===== config.mk =====
export PLATFORM = sky130hd
export DESIGN_NAME = score_glyph_renderer
export DESIGN_NICKNAME = d
export VERILOG_FILES = /design/src/rtl/score_glyph_renderer.sv
export SDC_FILE = /design/constraint.sdc
export NUM_CORES = 1
export LEC_CHECK = 0
export CAP_MARGIN = 40
export CORE_MARGIN = 2
export CORE_UTILIZATION = 30
export CTS_CLUSTER_DIAMETER = 200
export CTS_CLUSTER_SIZE = 30
export DETAILED_ROUTE_END_ITERATION = 8
export HOLD_SLACK_MARGIN = 0.05
export MAX_ROUTING_LAYER = met4
export PLACE_DENSITY = 0.46
export SLEW_MARGIN = 15
export SYNTH_ARGS = -nofsm -noshare
export SYNTH_HDL_FRONTEND = slang
export SYNTH_SLANG_ARGS = --single-unit
export TNS_END_PERCENT = 30

===== constraint.sdc =====
create_clock -name clk -period 5.2 [get_ports clk]
set_clock_uncertainty 0.1 [all_clocks]
set_input_delay 1.04 -clock clk [delete_from_list [all_inputs] [get_ports clk]]
set_output_delay 1.04 -clock clk [all_outputs]
set_load 0.03 [all_outputs]

===== src/rtl/score_glyph_renderer.sv =====
// Score renderer: latch a binary score, double-dabble it to BCD, then stream 8x8 glyph pixels (scale 1/2/4/8).
// Latency: first pixel SCORE_W+1 cycles after the accepted start; then one pixel per non-stalled cycle.
// Backpressure: stall freezes the pixel counters and holds pix_* stable. Option macro: SCORE_LEADING_ZEROS_EN.
module score_glyph_renderer #(
  parameter  int NUM_DIGITS = 4,
  parameter  int SCORE_W    = 14,
  localparam int X_W        = $clog2(NUM_DIGITS*64)
) (
  input  logic               clk,
  input  logic               resetn,
  input  logic               start,
  input  logic [SCORE_W-1:0] score,
  input  logic [1:0]         scale_log2,
  input  logic               stall,
  output logic               busy,
  output logic               pix_valid,
  output logic [X_W-1:0]     pix_x,
  output logic [5:0]         pix_y,
  output logic               pix_on,
  output logic               overflow,
  output logic               done
);
  localparam int BCD_W = NUM_DIGITS*4;
  localparam int DC_W  = $clog2(NUM_DIGITS+1);
  localparam int CW    = $clog2(SCORE_W+1);

  typedef enum logic [1:0] {ST_IDLE, ST_CONV, ST_DRAW, ST_FIN} state_t;

  state_t             r_state, w_state_nxt;
  logic               r_armed;
  logic [SCORE_W-1:0] r_sr;
  logic [BCD_W-1:0]   r_bcd, w_bcd_adj, w_bcd_step, w_bcd_final;
  logic               w_carry;
  logic [CW-1:0]      r_cnt;
  logic [1:0]         r_s;
  logic               r_ovf;
  logic [DC_W-1:0]    r_nd, w_nd, r_digit, w_sel;
  logic [5:0]         r_x, r_y, w_xmax;
  logic               w_accept, w_last_conv, w_last_x, w_last_y, w_last_pix;
  logic [3:0]         w_code;
  logic [63:0]        w_glyph;
  logic [2:0]         w_row, w_col;
  logic [X_W-1:0]     w_px;

  // 8x8 font, bit 63 = top-left; row 0 is the most significant byte
  function automatic logic [63:0] glyph_rom(input logic [3:0] code);
    case (code)
      4'd0:    glyph_rom = 64'h3C666E7666663C00;
      4'd1:    glyph_rom = 64'h1838181818187E00;
      4'd2:    glyph_rom = 64'h3C66060C30607E00;
      4'd3:    glyph_rom = 64'h3C66061C06663C00;
      4'd4:    glyph_rom = 64'h0C1C3C6C7E0C0C00;
      4'd5:    glyph_rom = 64'h7E607C0606663C00;
      4'd6:    glyph_rom = 64'h3C607C6666663C00;
      4'd7:    glyph_rom = 64'h7E060C1830303000;
      4'd8:    glyph_rom = 64'h3C66663C66663C00;
      4'd9:    glyph_rom = 64'h3C66663E060C3800;
      default: glyph_rom = 64'h0;
    endcase
  endfunction

  // start is only honoured once reset has been released for a full cycle
  assign w_accept    = start && r_armed;
  assign w_last_conv = (r_cnt == CW'(SCORE_W-1));

  // double-dabble add-3 correction on every BCD digit before the shift
  always_comb begin
    w_bcd_adj = r_bcd;
    for (int k = 0; k < NUM_DIGITS; k++) begin
      if (r_bcd[4*k +: 4] >= 4'd5) w_bcd_adj[4*k +: 4] = r_bcd[4*k +: 4] + 4'd3;
    end
  end

  assign w_carry     = w_bcd_adj[BCD_W-1];
  assign w_bcd_step  = {w_bcd_adj[BCD_W-2:0], r_sr[SCORE_W-1]};
  assign w_bcd_final = (r_ovf || w_carry) ? {NUM_DIGITS{4'h9}} : w_bcd_step;

  // drawn digit count from the final BCD value
  always_comb begin
    w_nd = DC_W'(1);
`ifdef SCORE_LEADING_ZEROS_EN
    w_nd = DC_W'(NUM_DIGITS);
`else
    for (int k = 0; k < NUM_DIGITS; k++) begin
      if (w_bcd_final[4*k +: 4] != 4'd0) w_nd = DC_W'(k+1);
    end
`endif
  end

  // pixel-counter limits for the latched scale
  always_comb begin
    case (r_s)
      2'd0:    w_xmax = 6'd7;
      2'd1:    w_xmax = 6'd15;
      2'd2:    w_xmax = 6'd31;
      default: w_xmax = 6'd63;
    endcase
  end

  assign w_last_x   = (r_x == w_xmax);
  assign w_last_y   = (r_y == w_xmax);
  assign w_last_pix = w_last_x && w_last_y && (r_digit == r_nd - 1'b1);

  // glyph lookup: leftmost drawn digit is BCD digit nd-1
  assign w_sel   = r_nd - r_digit - 1'b1;
  assign w_code  = 4'(r_bcd >> {w_sel, 2'b00});
  assign w_glyph = glyph_rom(w_code);
  assign w_row   = 3'(r_y >> r_s);
  assign w_col   = 3'(r_x >> r_s);
  assign w_px    = (X_W'(r_digit) << (3 + r_s)) + X_W'(r_x);

  assign pix_x    = pix_valid ? w_px : '0;
  assign pix_y    = pix_valid ? r_y  : '0;
  assign pix_on   = pix_valid ? w_glyph[{~w_row, ~w_col}] : 1'b0;
  assign overflow = r_ovf;

  // state register
  always_ff @(posedge clk or negedge resetn) begin
    if (!resetn) r_state <= ST_IDLE;
    else         r_state <= w_state_nxt;
  end

  // next-state and handshake outputs
  always_comb begin
    w_state_nxt = r_state;
    busy        = 1'b0;
    pix_valid   = 1'b0;
    done        = 1'b0;
    case (r_state)
      ST_IDLE: if (w_accept) w_state_nxt = ST_CONV;
      ST_CONV: begin
        busy = 1'b1;
        if (w_last_conv) w_state_nxt = ST_DRAW;
      end
      ST_DRAW: begin
        busy      = 1'b1;
        pix_valid = 1'b1;
        if (!stall && w_last_pix) w_state_nxt = ST_FIN;
      end
      ST_FIN: begin
        busy        = 1'b1;
        done        = 1'b1;
        w_state_nxt = ST_IDLE;
      end
      default: w_state_nxt = ST_IDLE;
    endcase
  end

  // datapath: score latch, conversion, and pixel scan counters
  always_ff @(posedge clk or negedge resetn) begin
    if (!resetn) begin
      r_armed <= 1'b0;
      r_sr    <= '0;
      r_bcd   <= '0;
      r_cnt   <= '0;
      r_s     <= '0;
      r_ovf   <= 1'b0;
      r_nd    <= '0;
      r_digit <= '0;
      r_x     <= '0;
      r_y     <= '0;
    end else begin
      r_armed <= 1'b1;
      case (r_state)
        ST_IDLE: if (w_accept) begin
          r_sr  <= score;
          r_s   <= scale_log2;
          r_ovf <= 1'b0;
          r_bcd <= '0;
          r_cnt <= '0;
        end
        ST_CONV: begin
          r_sr  <= r_sr << 1;
          r_cnt <= r_cnt + 1'b1;
          if (w_carry) r_ovf <= 1'b1;
          if (w_last_conv) begin
            r_bcd   <= w_bcd_final;
            r_nd    <= w_nd;
            r_digit <= '0;
            r_x     <= '0;
            r_y     <= '0;
          end else begin
            r_bcd <= w_bcd_step;
          end
        end
        ST_DRAW: if (!stall) begin
          if (w_last_x) begin
            r_x <= '0;
            if (w_last_y) begin
              r_y     <= '0;
              r_digit <= r_digit + 1'b1;
            end else begin
              r_y <= r_y + 6'd1;
            end
          end else begin
            r_x <= r_x + 6'd1;
          end
        end
        default: ;
      endcase
    end
  end
endmodule


**After elaboration in Yosys (flattened, before gate mapping)**

Memory sizes are Yosys's and may differ from the RTL's.
Index checks and enable logic that the tools add are counted.
W data, S select, Z words.

- Register bits after elaboration: 58
- Bits in read-only memories: 672
- Input bits: 20
- Output and inout port bits: 19
- Logic and storage cells: 118
- Memories kept: 1

- Add/subtract/negate cells: 13
- $lt $le $gt $ge: 5
- Eq/ne operators: 16
- Shift-type cells: 4
- Mux-type cells: 44
- Bitwise logic cells: 2
- Reduce and logical (&&, ||, !) cells: 22

Memory list:

| memory | depth | bits a word | rd ports | clocked after memory_dff | write ports | RTL line | text |
|---|---|---|---|---|---|---|---|
| (name not given) | 16 | 42 | 1 | 0 | 0 | 47 | `case (code)` |

Operators by type and width:

| cell | count |
|---|---|
| $mux W16 | 3 |
| $mux W6 | 7 |
| $pmux W16 S2 | 1 |
| $pmux W14 S2 | 1 |
| $pmux W6 S2 | 2 |
| $mux W4 | 5 |
| $mux W3 | 6 |
| $pmux W6 S3 | 1 |
| $add A4 B2 Y4 const B | 4 |
| $ge A4 B3 Y1 const B | 4 |
| $shr A16 B5 Y4 | 1 |
| $mux W14 | 1 |
| $ne A2 B2 Y1 const B | 7 |
| $add A6 B1 Y6 const B | 2 |
| $eq A6 B6 Y1 | 2 |
| $reduce_bool A4 Y1 | 3 |
| $shr A6 B2 Y3 | 2 |
| $reduce_and A3 Y1 | 3 |
| $add A8 B6 Y8 | 1 |
| $mux W2 | 4 |
| $mux W8 | 1 |
| $pmux W2 S4 | 1 |
| $pmux W4 S2 | 1 |
| $shl A3 B3 Y8 | 1 |
| other kinds (24) | 42 |

**Longest topological paths before layout**

- Depth after elaboration: 8
- Mapped depth: 15
- Depth with buffers taken out: 14

**Least setup slack after synthesis**

No wires, ideal clock.

- Path kind: register to output
- Start point: reg r_s[1]
- End point: out pix_x[7]
- Arrival: 3.459 ns
- Data required time: 4.060 ns
- Setup slack: 0.601 ns
- Stages on the path, launching flop included: 16
- Path buffers: 2
- Cell sequence: dfrtp_1 buf_2 inv_1 ha_1 clkbuf_1 nand2_1 nor2_1 ha_1 a21o_1 a21oi_1 o21bai_1 a21oi_1 o21bai_1 a21oi_1 a21oi_1 a311oi_1

- Cells in the longest elaborated chain, start to end: 4

Ends and longest elaborated chain:

| what | RTL line | text |
|---|---|---|
| from (decl) | 35 | `logic [1:0] r_s;` |
| from (signal assigned) | 167 | `r_s <= scale_log2;` |
| $add A2 B2 Y3 | 110 | `assign w_px = (X_W'(r_digit) << (3 + r_s)) + X_W'(r_x);` |
| $shl A3 B3 Y8 | 110 |  |
| $add A8 B6 Y8 | 110 |  |
| $mux W8 | 112 | `assign pix_x = pix_valid ? w_px : '0;` |
| to (decl) | 17 | `output logic [X_W-1:0] pix_x,` |

Every way passes these cells.

**Worst setup path in the final report**

- Start point: reg r_digit[0]
- End point: out pix_on

- Cells in the longest elaborated chain, start to end: 7

Ends and longest elaborated chain:

| what | RTL line | text |
|---|---|---|
| from (decl) | 37 | `logic [DC_W-1:0] r_nd, w_nd, r_digit, w_sel;` |
| from (signal assigned) | 191 | `r_digit <= r_digit + 1'b1;` |
| $sub A3 B3 Y3 | 105 | `assign w_sel = r_nd - r_digit - 1'b1;` |
| $sub A3 B1 Y3 | 105 |  |
| $shr A16 B5 Y4 | 106 | `assign w_code = 4'(r_bcd >> {w_sel, 2'b00});` |
| $mem_v2 Z16 W42 | - |  |
| $bmux W1 S6 | 114 | `assign pix_on = pix_valid ? w_glyph[{~w_row, ~w_col}] : 1'b0;` |
| $mux W1 (not written as such) | 114 |  |
| $mux W1 | 114 |  |
| to (decl) | 19 | `output logic pix_on,` |

Every way passes these cells. The select of a mux whose other input is x is not followed.

==> impl_summary.md <==
Layout
From synthesis to final layout, the design area changed by 20.7%. For this run, the post-layout net count is between 600 and 700. The proportion of layout cells with a drive suffix above 1 is 11.1%.

The layout has 1692 filler cells. Excluding fillers, the count of instances in the completed layout stands at 849. The antenna diode count is 0. The design area is between 0.005 and 0.006 mm2.

Clock tree
The number of sinks driven by the clock tree is 58. The buffer levels on the longest clock path is 2. The level count of the clock H-tree is 3. The number of hold buffers added after cts is 0. The clock latency reported for the late side of the worst-skew pair is roughly 330 ps.

The number of buffers inserted during clock tree synthesis is 9. The buffer cell driving the clock tree root is clkbuf_16. After clock tree synthesis, the clock-pin slew on the worst setup and hold paths is 60 ps. The clock tree from TritonCTS is done.

Critical path
On the worst path, the slowest cell contributes a delay of between 500 and 600 ps. On the critical path the largest part of the delay comes from compound AO/OA/AOI/OAI gates. On the critical path, the stage with the largest delay is an instance of fa_2. The setup path with the least slack is of type reg2out. STA classifies the critical path startpoint as a register. The worst path buffer plus inverter count is 3. The kind of capture point of the worst setup path is a primary output.

STA puts the critical path data required time at 4060 ps. Data arrives at the worst endpoint at approximately 3900 ps. The signal on the critical path passes through inv_1 -> ha_1 -> fa_2 -> mux4_1 -> nand2_2 -> inv_1 -> ha_4 -> o21ai_0 -> a221oi_1 -> nor3_1 -> a311oi_1 -> o22ai_1 -> a311o_1 -> buf_4. The maximum fanout count along the critical path is 8.

Among the stages of the critical path, the cell type that occurs most often is inv_1.

Outcome
The flow ran to the end, and the final reports show no timing, DRC or antenna violations.

Global route
The number of global-route vias before repair came to 4324. Entering global routing, the biggest net connects 35 pins. The number of antenna violations at the first check in global routing was 0.

The remaining global-route overflow is 0. The aggregate global-route resource usage is approximately 16%. The first global-routing pass estimated 22700 um of wire.

Power and ir drop
Of the total power, combinational logic draws about 57%. The worst vdd rail ir drop is approximately 0.00019 V. The internal power of the cells totals between 1.5 and 2 mW. For this design the ratio of total power to cell area is 554 mW/mm2. Summed over all nets, the switching power comes to 1.53 mW. The net switching fraction of the power is a little under half. Total power for the finished layout comes to 3.30 mW.

The part of the power in registers is between 20% and 30%. The leakage power of the design is 2.52 nW. The clock network fraction of total power is a little under a fifth.

Drt
Before antenna repair, the detailed router went through 5 iterations. The final route contains around 4400 vias. The DRC marker count from the first detailed-route iteration is 376. The via density per instance is ~5.2. The number of remaining DRC errors is 0.

For this block, the routed nets add up to 13500 um of wire. The detail route stage leaves a number of antenna-violating nets equal to 0. The detailed-route wire length per cell is around 16 um.

Yosys
The most used flip-flop cell after synthesis is dfrtp_1. The Yosys step of the flow raised 0 warnings. The multiplexer fraction of the synthesized cell area is 9.40%.

Summing the areas of all xor and xnor instances in the mapped netlist gives 4.56% of the synthesized area. The synthesized design spends more area on one cell type than any other, namely dfrtp_1. The share of the synthesized area in the top cell type is 29.4%. After synthesis, the share of flip-flops with an asynchronous set or reset is between 90% and 100%. The arithmetic-cell share of the synthesized area counting full adders, half adders and majority gates is under 10%. The net count after synthesis is between 600 and 700.

Dividing the synthesized area by the synthesized cell count gives between 8 and 9 um2. In the post-synthesis netlist, the biggest area contributors are dfrtp_1, ha_1, o21ai_0, nand2_1, mux2i_1. The post-synthesis instance total is around 590.

The area share of and/or/nand/nor cells after synthesis is between 20% and 30%. The synthesized design contains 58 register bits. By area, the combinational part of the netlist is dominated by simple AND/OR/NAND/NOR gates. The share of the yosys chip area belonging to registers is slightly below 30%.

The synthesized netlist occupies a cell area of between 0.004 and 0.005 mm2. The synthesized netlist devotes about a fifth of its cell area to compound gates. The unique cell type count in the Yosys netlist is 74.

Counting flops with a built-in enable in the synthesized netlist gives 0.

Placed design
Timing analysis after detailed placement gives a worst setup slack of about 330 ps. Port buffering added 38 buffers. Including well taps, the total number of placed cells is ~830. The placer's final routability congestion estimate is ~0.87. The instance area after placement is approximately 0.0056 mm2. The placed wire-length estimate is around 10000 um.

Timing
The post-layout worst setup margin is about 150 ps. The clock period minus worst slack is just over 5000 ps. The number of failing hold endpoints at the final stage is 0. The final number of max-transition violations was 0. Derived from the worst setup path, the maximum achievable clock frequency is slightly below 200 MHz. The post-route fraction of the period consumed by the critical path is slightly below 100%. The number of endpoints failing setup at the final stage is 0. The headroom to the max-slew limit is between 50% and 60%. For the pin with the worst max-slew slack, the measured transition is 733 ps. The total negative slack for setup checks is 0 ps.

Floorplan
The horizontal die dimension is approximately 130 um. The vertical die dimension is 132 um. The core region is approximately 0.016 mm2. The initial utilization of the core area, before any placement, comes to between 30% and 40%.

The floorplan step defined a die boundary enclosing 0.0175 mm2. The number of placement rows is 46. 39 I/O pins were placed.

Job
Across the run, the number of max-cap violations was 0.

Hold path
The tightest min-delay check is of the reg2reg type.
## synthesized netlist by cell type, types with 4 or more instances
library cell	number
inv_1	30
nor2b_1	13
nand3_1	16
mux2i_1	24
o211ai_1	4
nor3_1	14
clkbuf_1	17
o21ai_0	59
xor2_1	8
o21a_1	4
nor3b_1	6
buf_2	5
mux2_2	10
nand4_1	4
nor2_1	39
nand2b_1	9
a22o_1	8
nor4_1	6
and2_1	14
a21oi_1	33
ha_1	35
xnor2_1	12
a31oi_1	6
nand2_1	76
dfrtp_1	58
## path summary, 6_finish.rpt
kind | end | cells after the start | startpoint | slack (ps)
worst max-delay path | pix_on | 14 | r_digit[0]$_DFFE_PN0P_ | 150
worst min-delay path | r_sr[5]$_DFFE_PN0P_ | 2 | r_sr[5]$_DFFE_PN0P_ | 380
worst max register to register | r_digit[2]$_DFFE_PN0P_ | 9 | r_s[0]$_DFFE_PN0P_ | 2010
worst min register to register | r_sr[5]$_DFFE_PN0P_ | 2 | r_sr[5]$_DFFE_PN0P_ | 380
max in group asynchronous | r_digit[1]$_DFFE_PN0P_ | 3 | resetn | 3670
min in group asynchronous | r_x[1]$_DFFE_PN0P_ | 1 | resetn | 440
## layout make-up
| type | instances | area (um2) | share of cell area (%) |
|---|---|---|---|
| sequential | 58 | 1450 | 24.4 |
| multi-input combinational | 473 | 3270 | 54.9 |
| tap | 216 | 270 | 4.53 |
| clock buffer | 10 | 239 | 4.01 |
| timing repair buffer | 55 | 538 | 9.03 |
| clock inverter | 6 | 72.6 | 1.22 |
| inverter | 31 | 116 | 1.95 |
## power groups by stage
stage	sequential [mW]	clock [mW]	combinational (mW)
5_1_grt	0.806	0.658	2.12
4_1_cts	0.779	0.643	1.88
6_report	0.780	0.623	1.90
3_5_place_dp	0.785	0	1.87
2_1_floorplan	0.711	0	1.40
3_3_place_gp	0.783	0	1.84
## flip-flops by register name (all words and copies together) (netlist names)
name and cells:
r_bcd 16, r_sr 14, r_x 6, r_y 6, r_cnt 4, r_digit 3
r_nd 3, r_s 2, r_state 2, overflow 1, r_armed 1
## cell usage in the layout (no fill, tap or decap), types with 4 or more instances in the layout
master / Yosys / layout
o211ai_1: 4 / 4
nor3b_1: 6 / 6
buf_4: 0 / 16
nand3_1: 16 / 16
xor2_1: 8 / 8
clkdlybuf4s50_1: 0 / 35
o21a_1: 4 / 4
xnor2_1: 12 / 12
nand2_1: 76 / 75
a22o_1: 8 / 8
and2_1: 14 / 14
clkbuf_16: 0 / 9
dfrtp_1: 58 / 57
mux2_2: 10 / 10
nor2_1: 39 / 39
nor3_1: 14 / 14
a31oi_1: 6 / 6
nand4_1: 4 / 4
nand2b_1: 9 / 9
inv_1: 30 / 30
nor2b_1: 13 / 13
a21oi_1: 33 / 33
mux2i_1: 24 / 24
ha_1: 35 / 32
o21ai_0: 59 / 59
nor4_1: 6 / 6
## routing by layer
metal | routed length [um] | track usage, % | up-vias
met4 | 167 | 4.30 | 0
li1 | - | - | 2197
met3 | 519 | 3.15 | 15
met1 | 6450 | 21.4 | 2126
met2 | 6410 | 26.3 | 84
met5 | 0 | - | -
## kinds of logic (layout without fill, tap and decap cells)
group | Yosys count | in the layout
flip-flops | 58 | 58
XOR/XNOR | 22 | 22
buffers and inverters | 57 | 102
adder cells (fa/ha/maj) | 37 | 37
AND/OR/NAND/NOR | 213 | 213
AO/OA/AOI/OAI | 161 | 161
multiplexers | 39 | 39
other | 1 | 1
## per-stage QoR
step	utilization, %	hold WS, ps
after CTS	36.9	385
after global placement	34.6	363
after floorplan	-	345
after global routing	37.3	408
final	37.3	379
after detailed placement	34.9	373
## what timing repair did
action	CTS	global route
setup endpoints to repair	1	1
cloned	0	0
resized for setup	2	6
buffers inserted	2	2
## worst min-delay path: cells and delay by family, from the launching register on
family          cells  cell delay (ps)
compound gates      1               60
simple gates        1               50
flops               1              340
(Power assumes the default switching activity.)
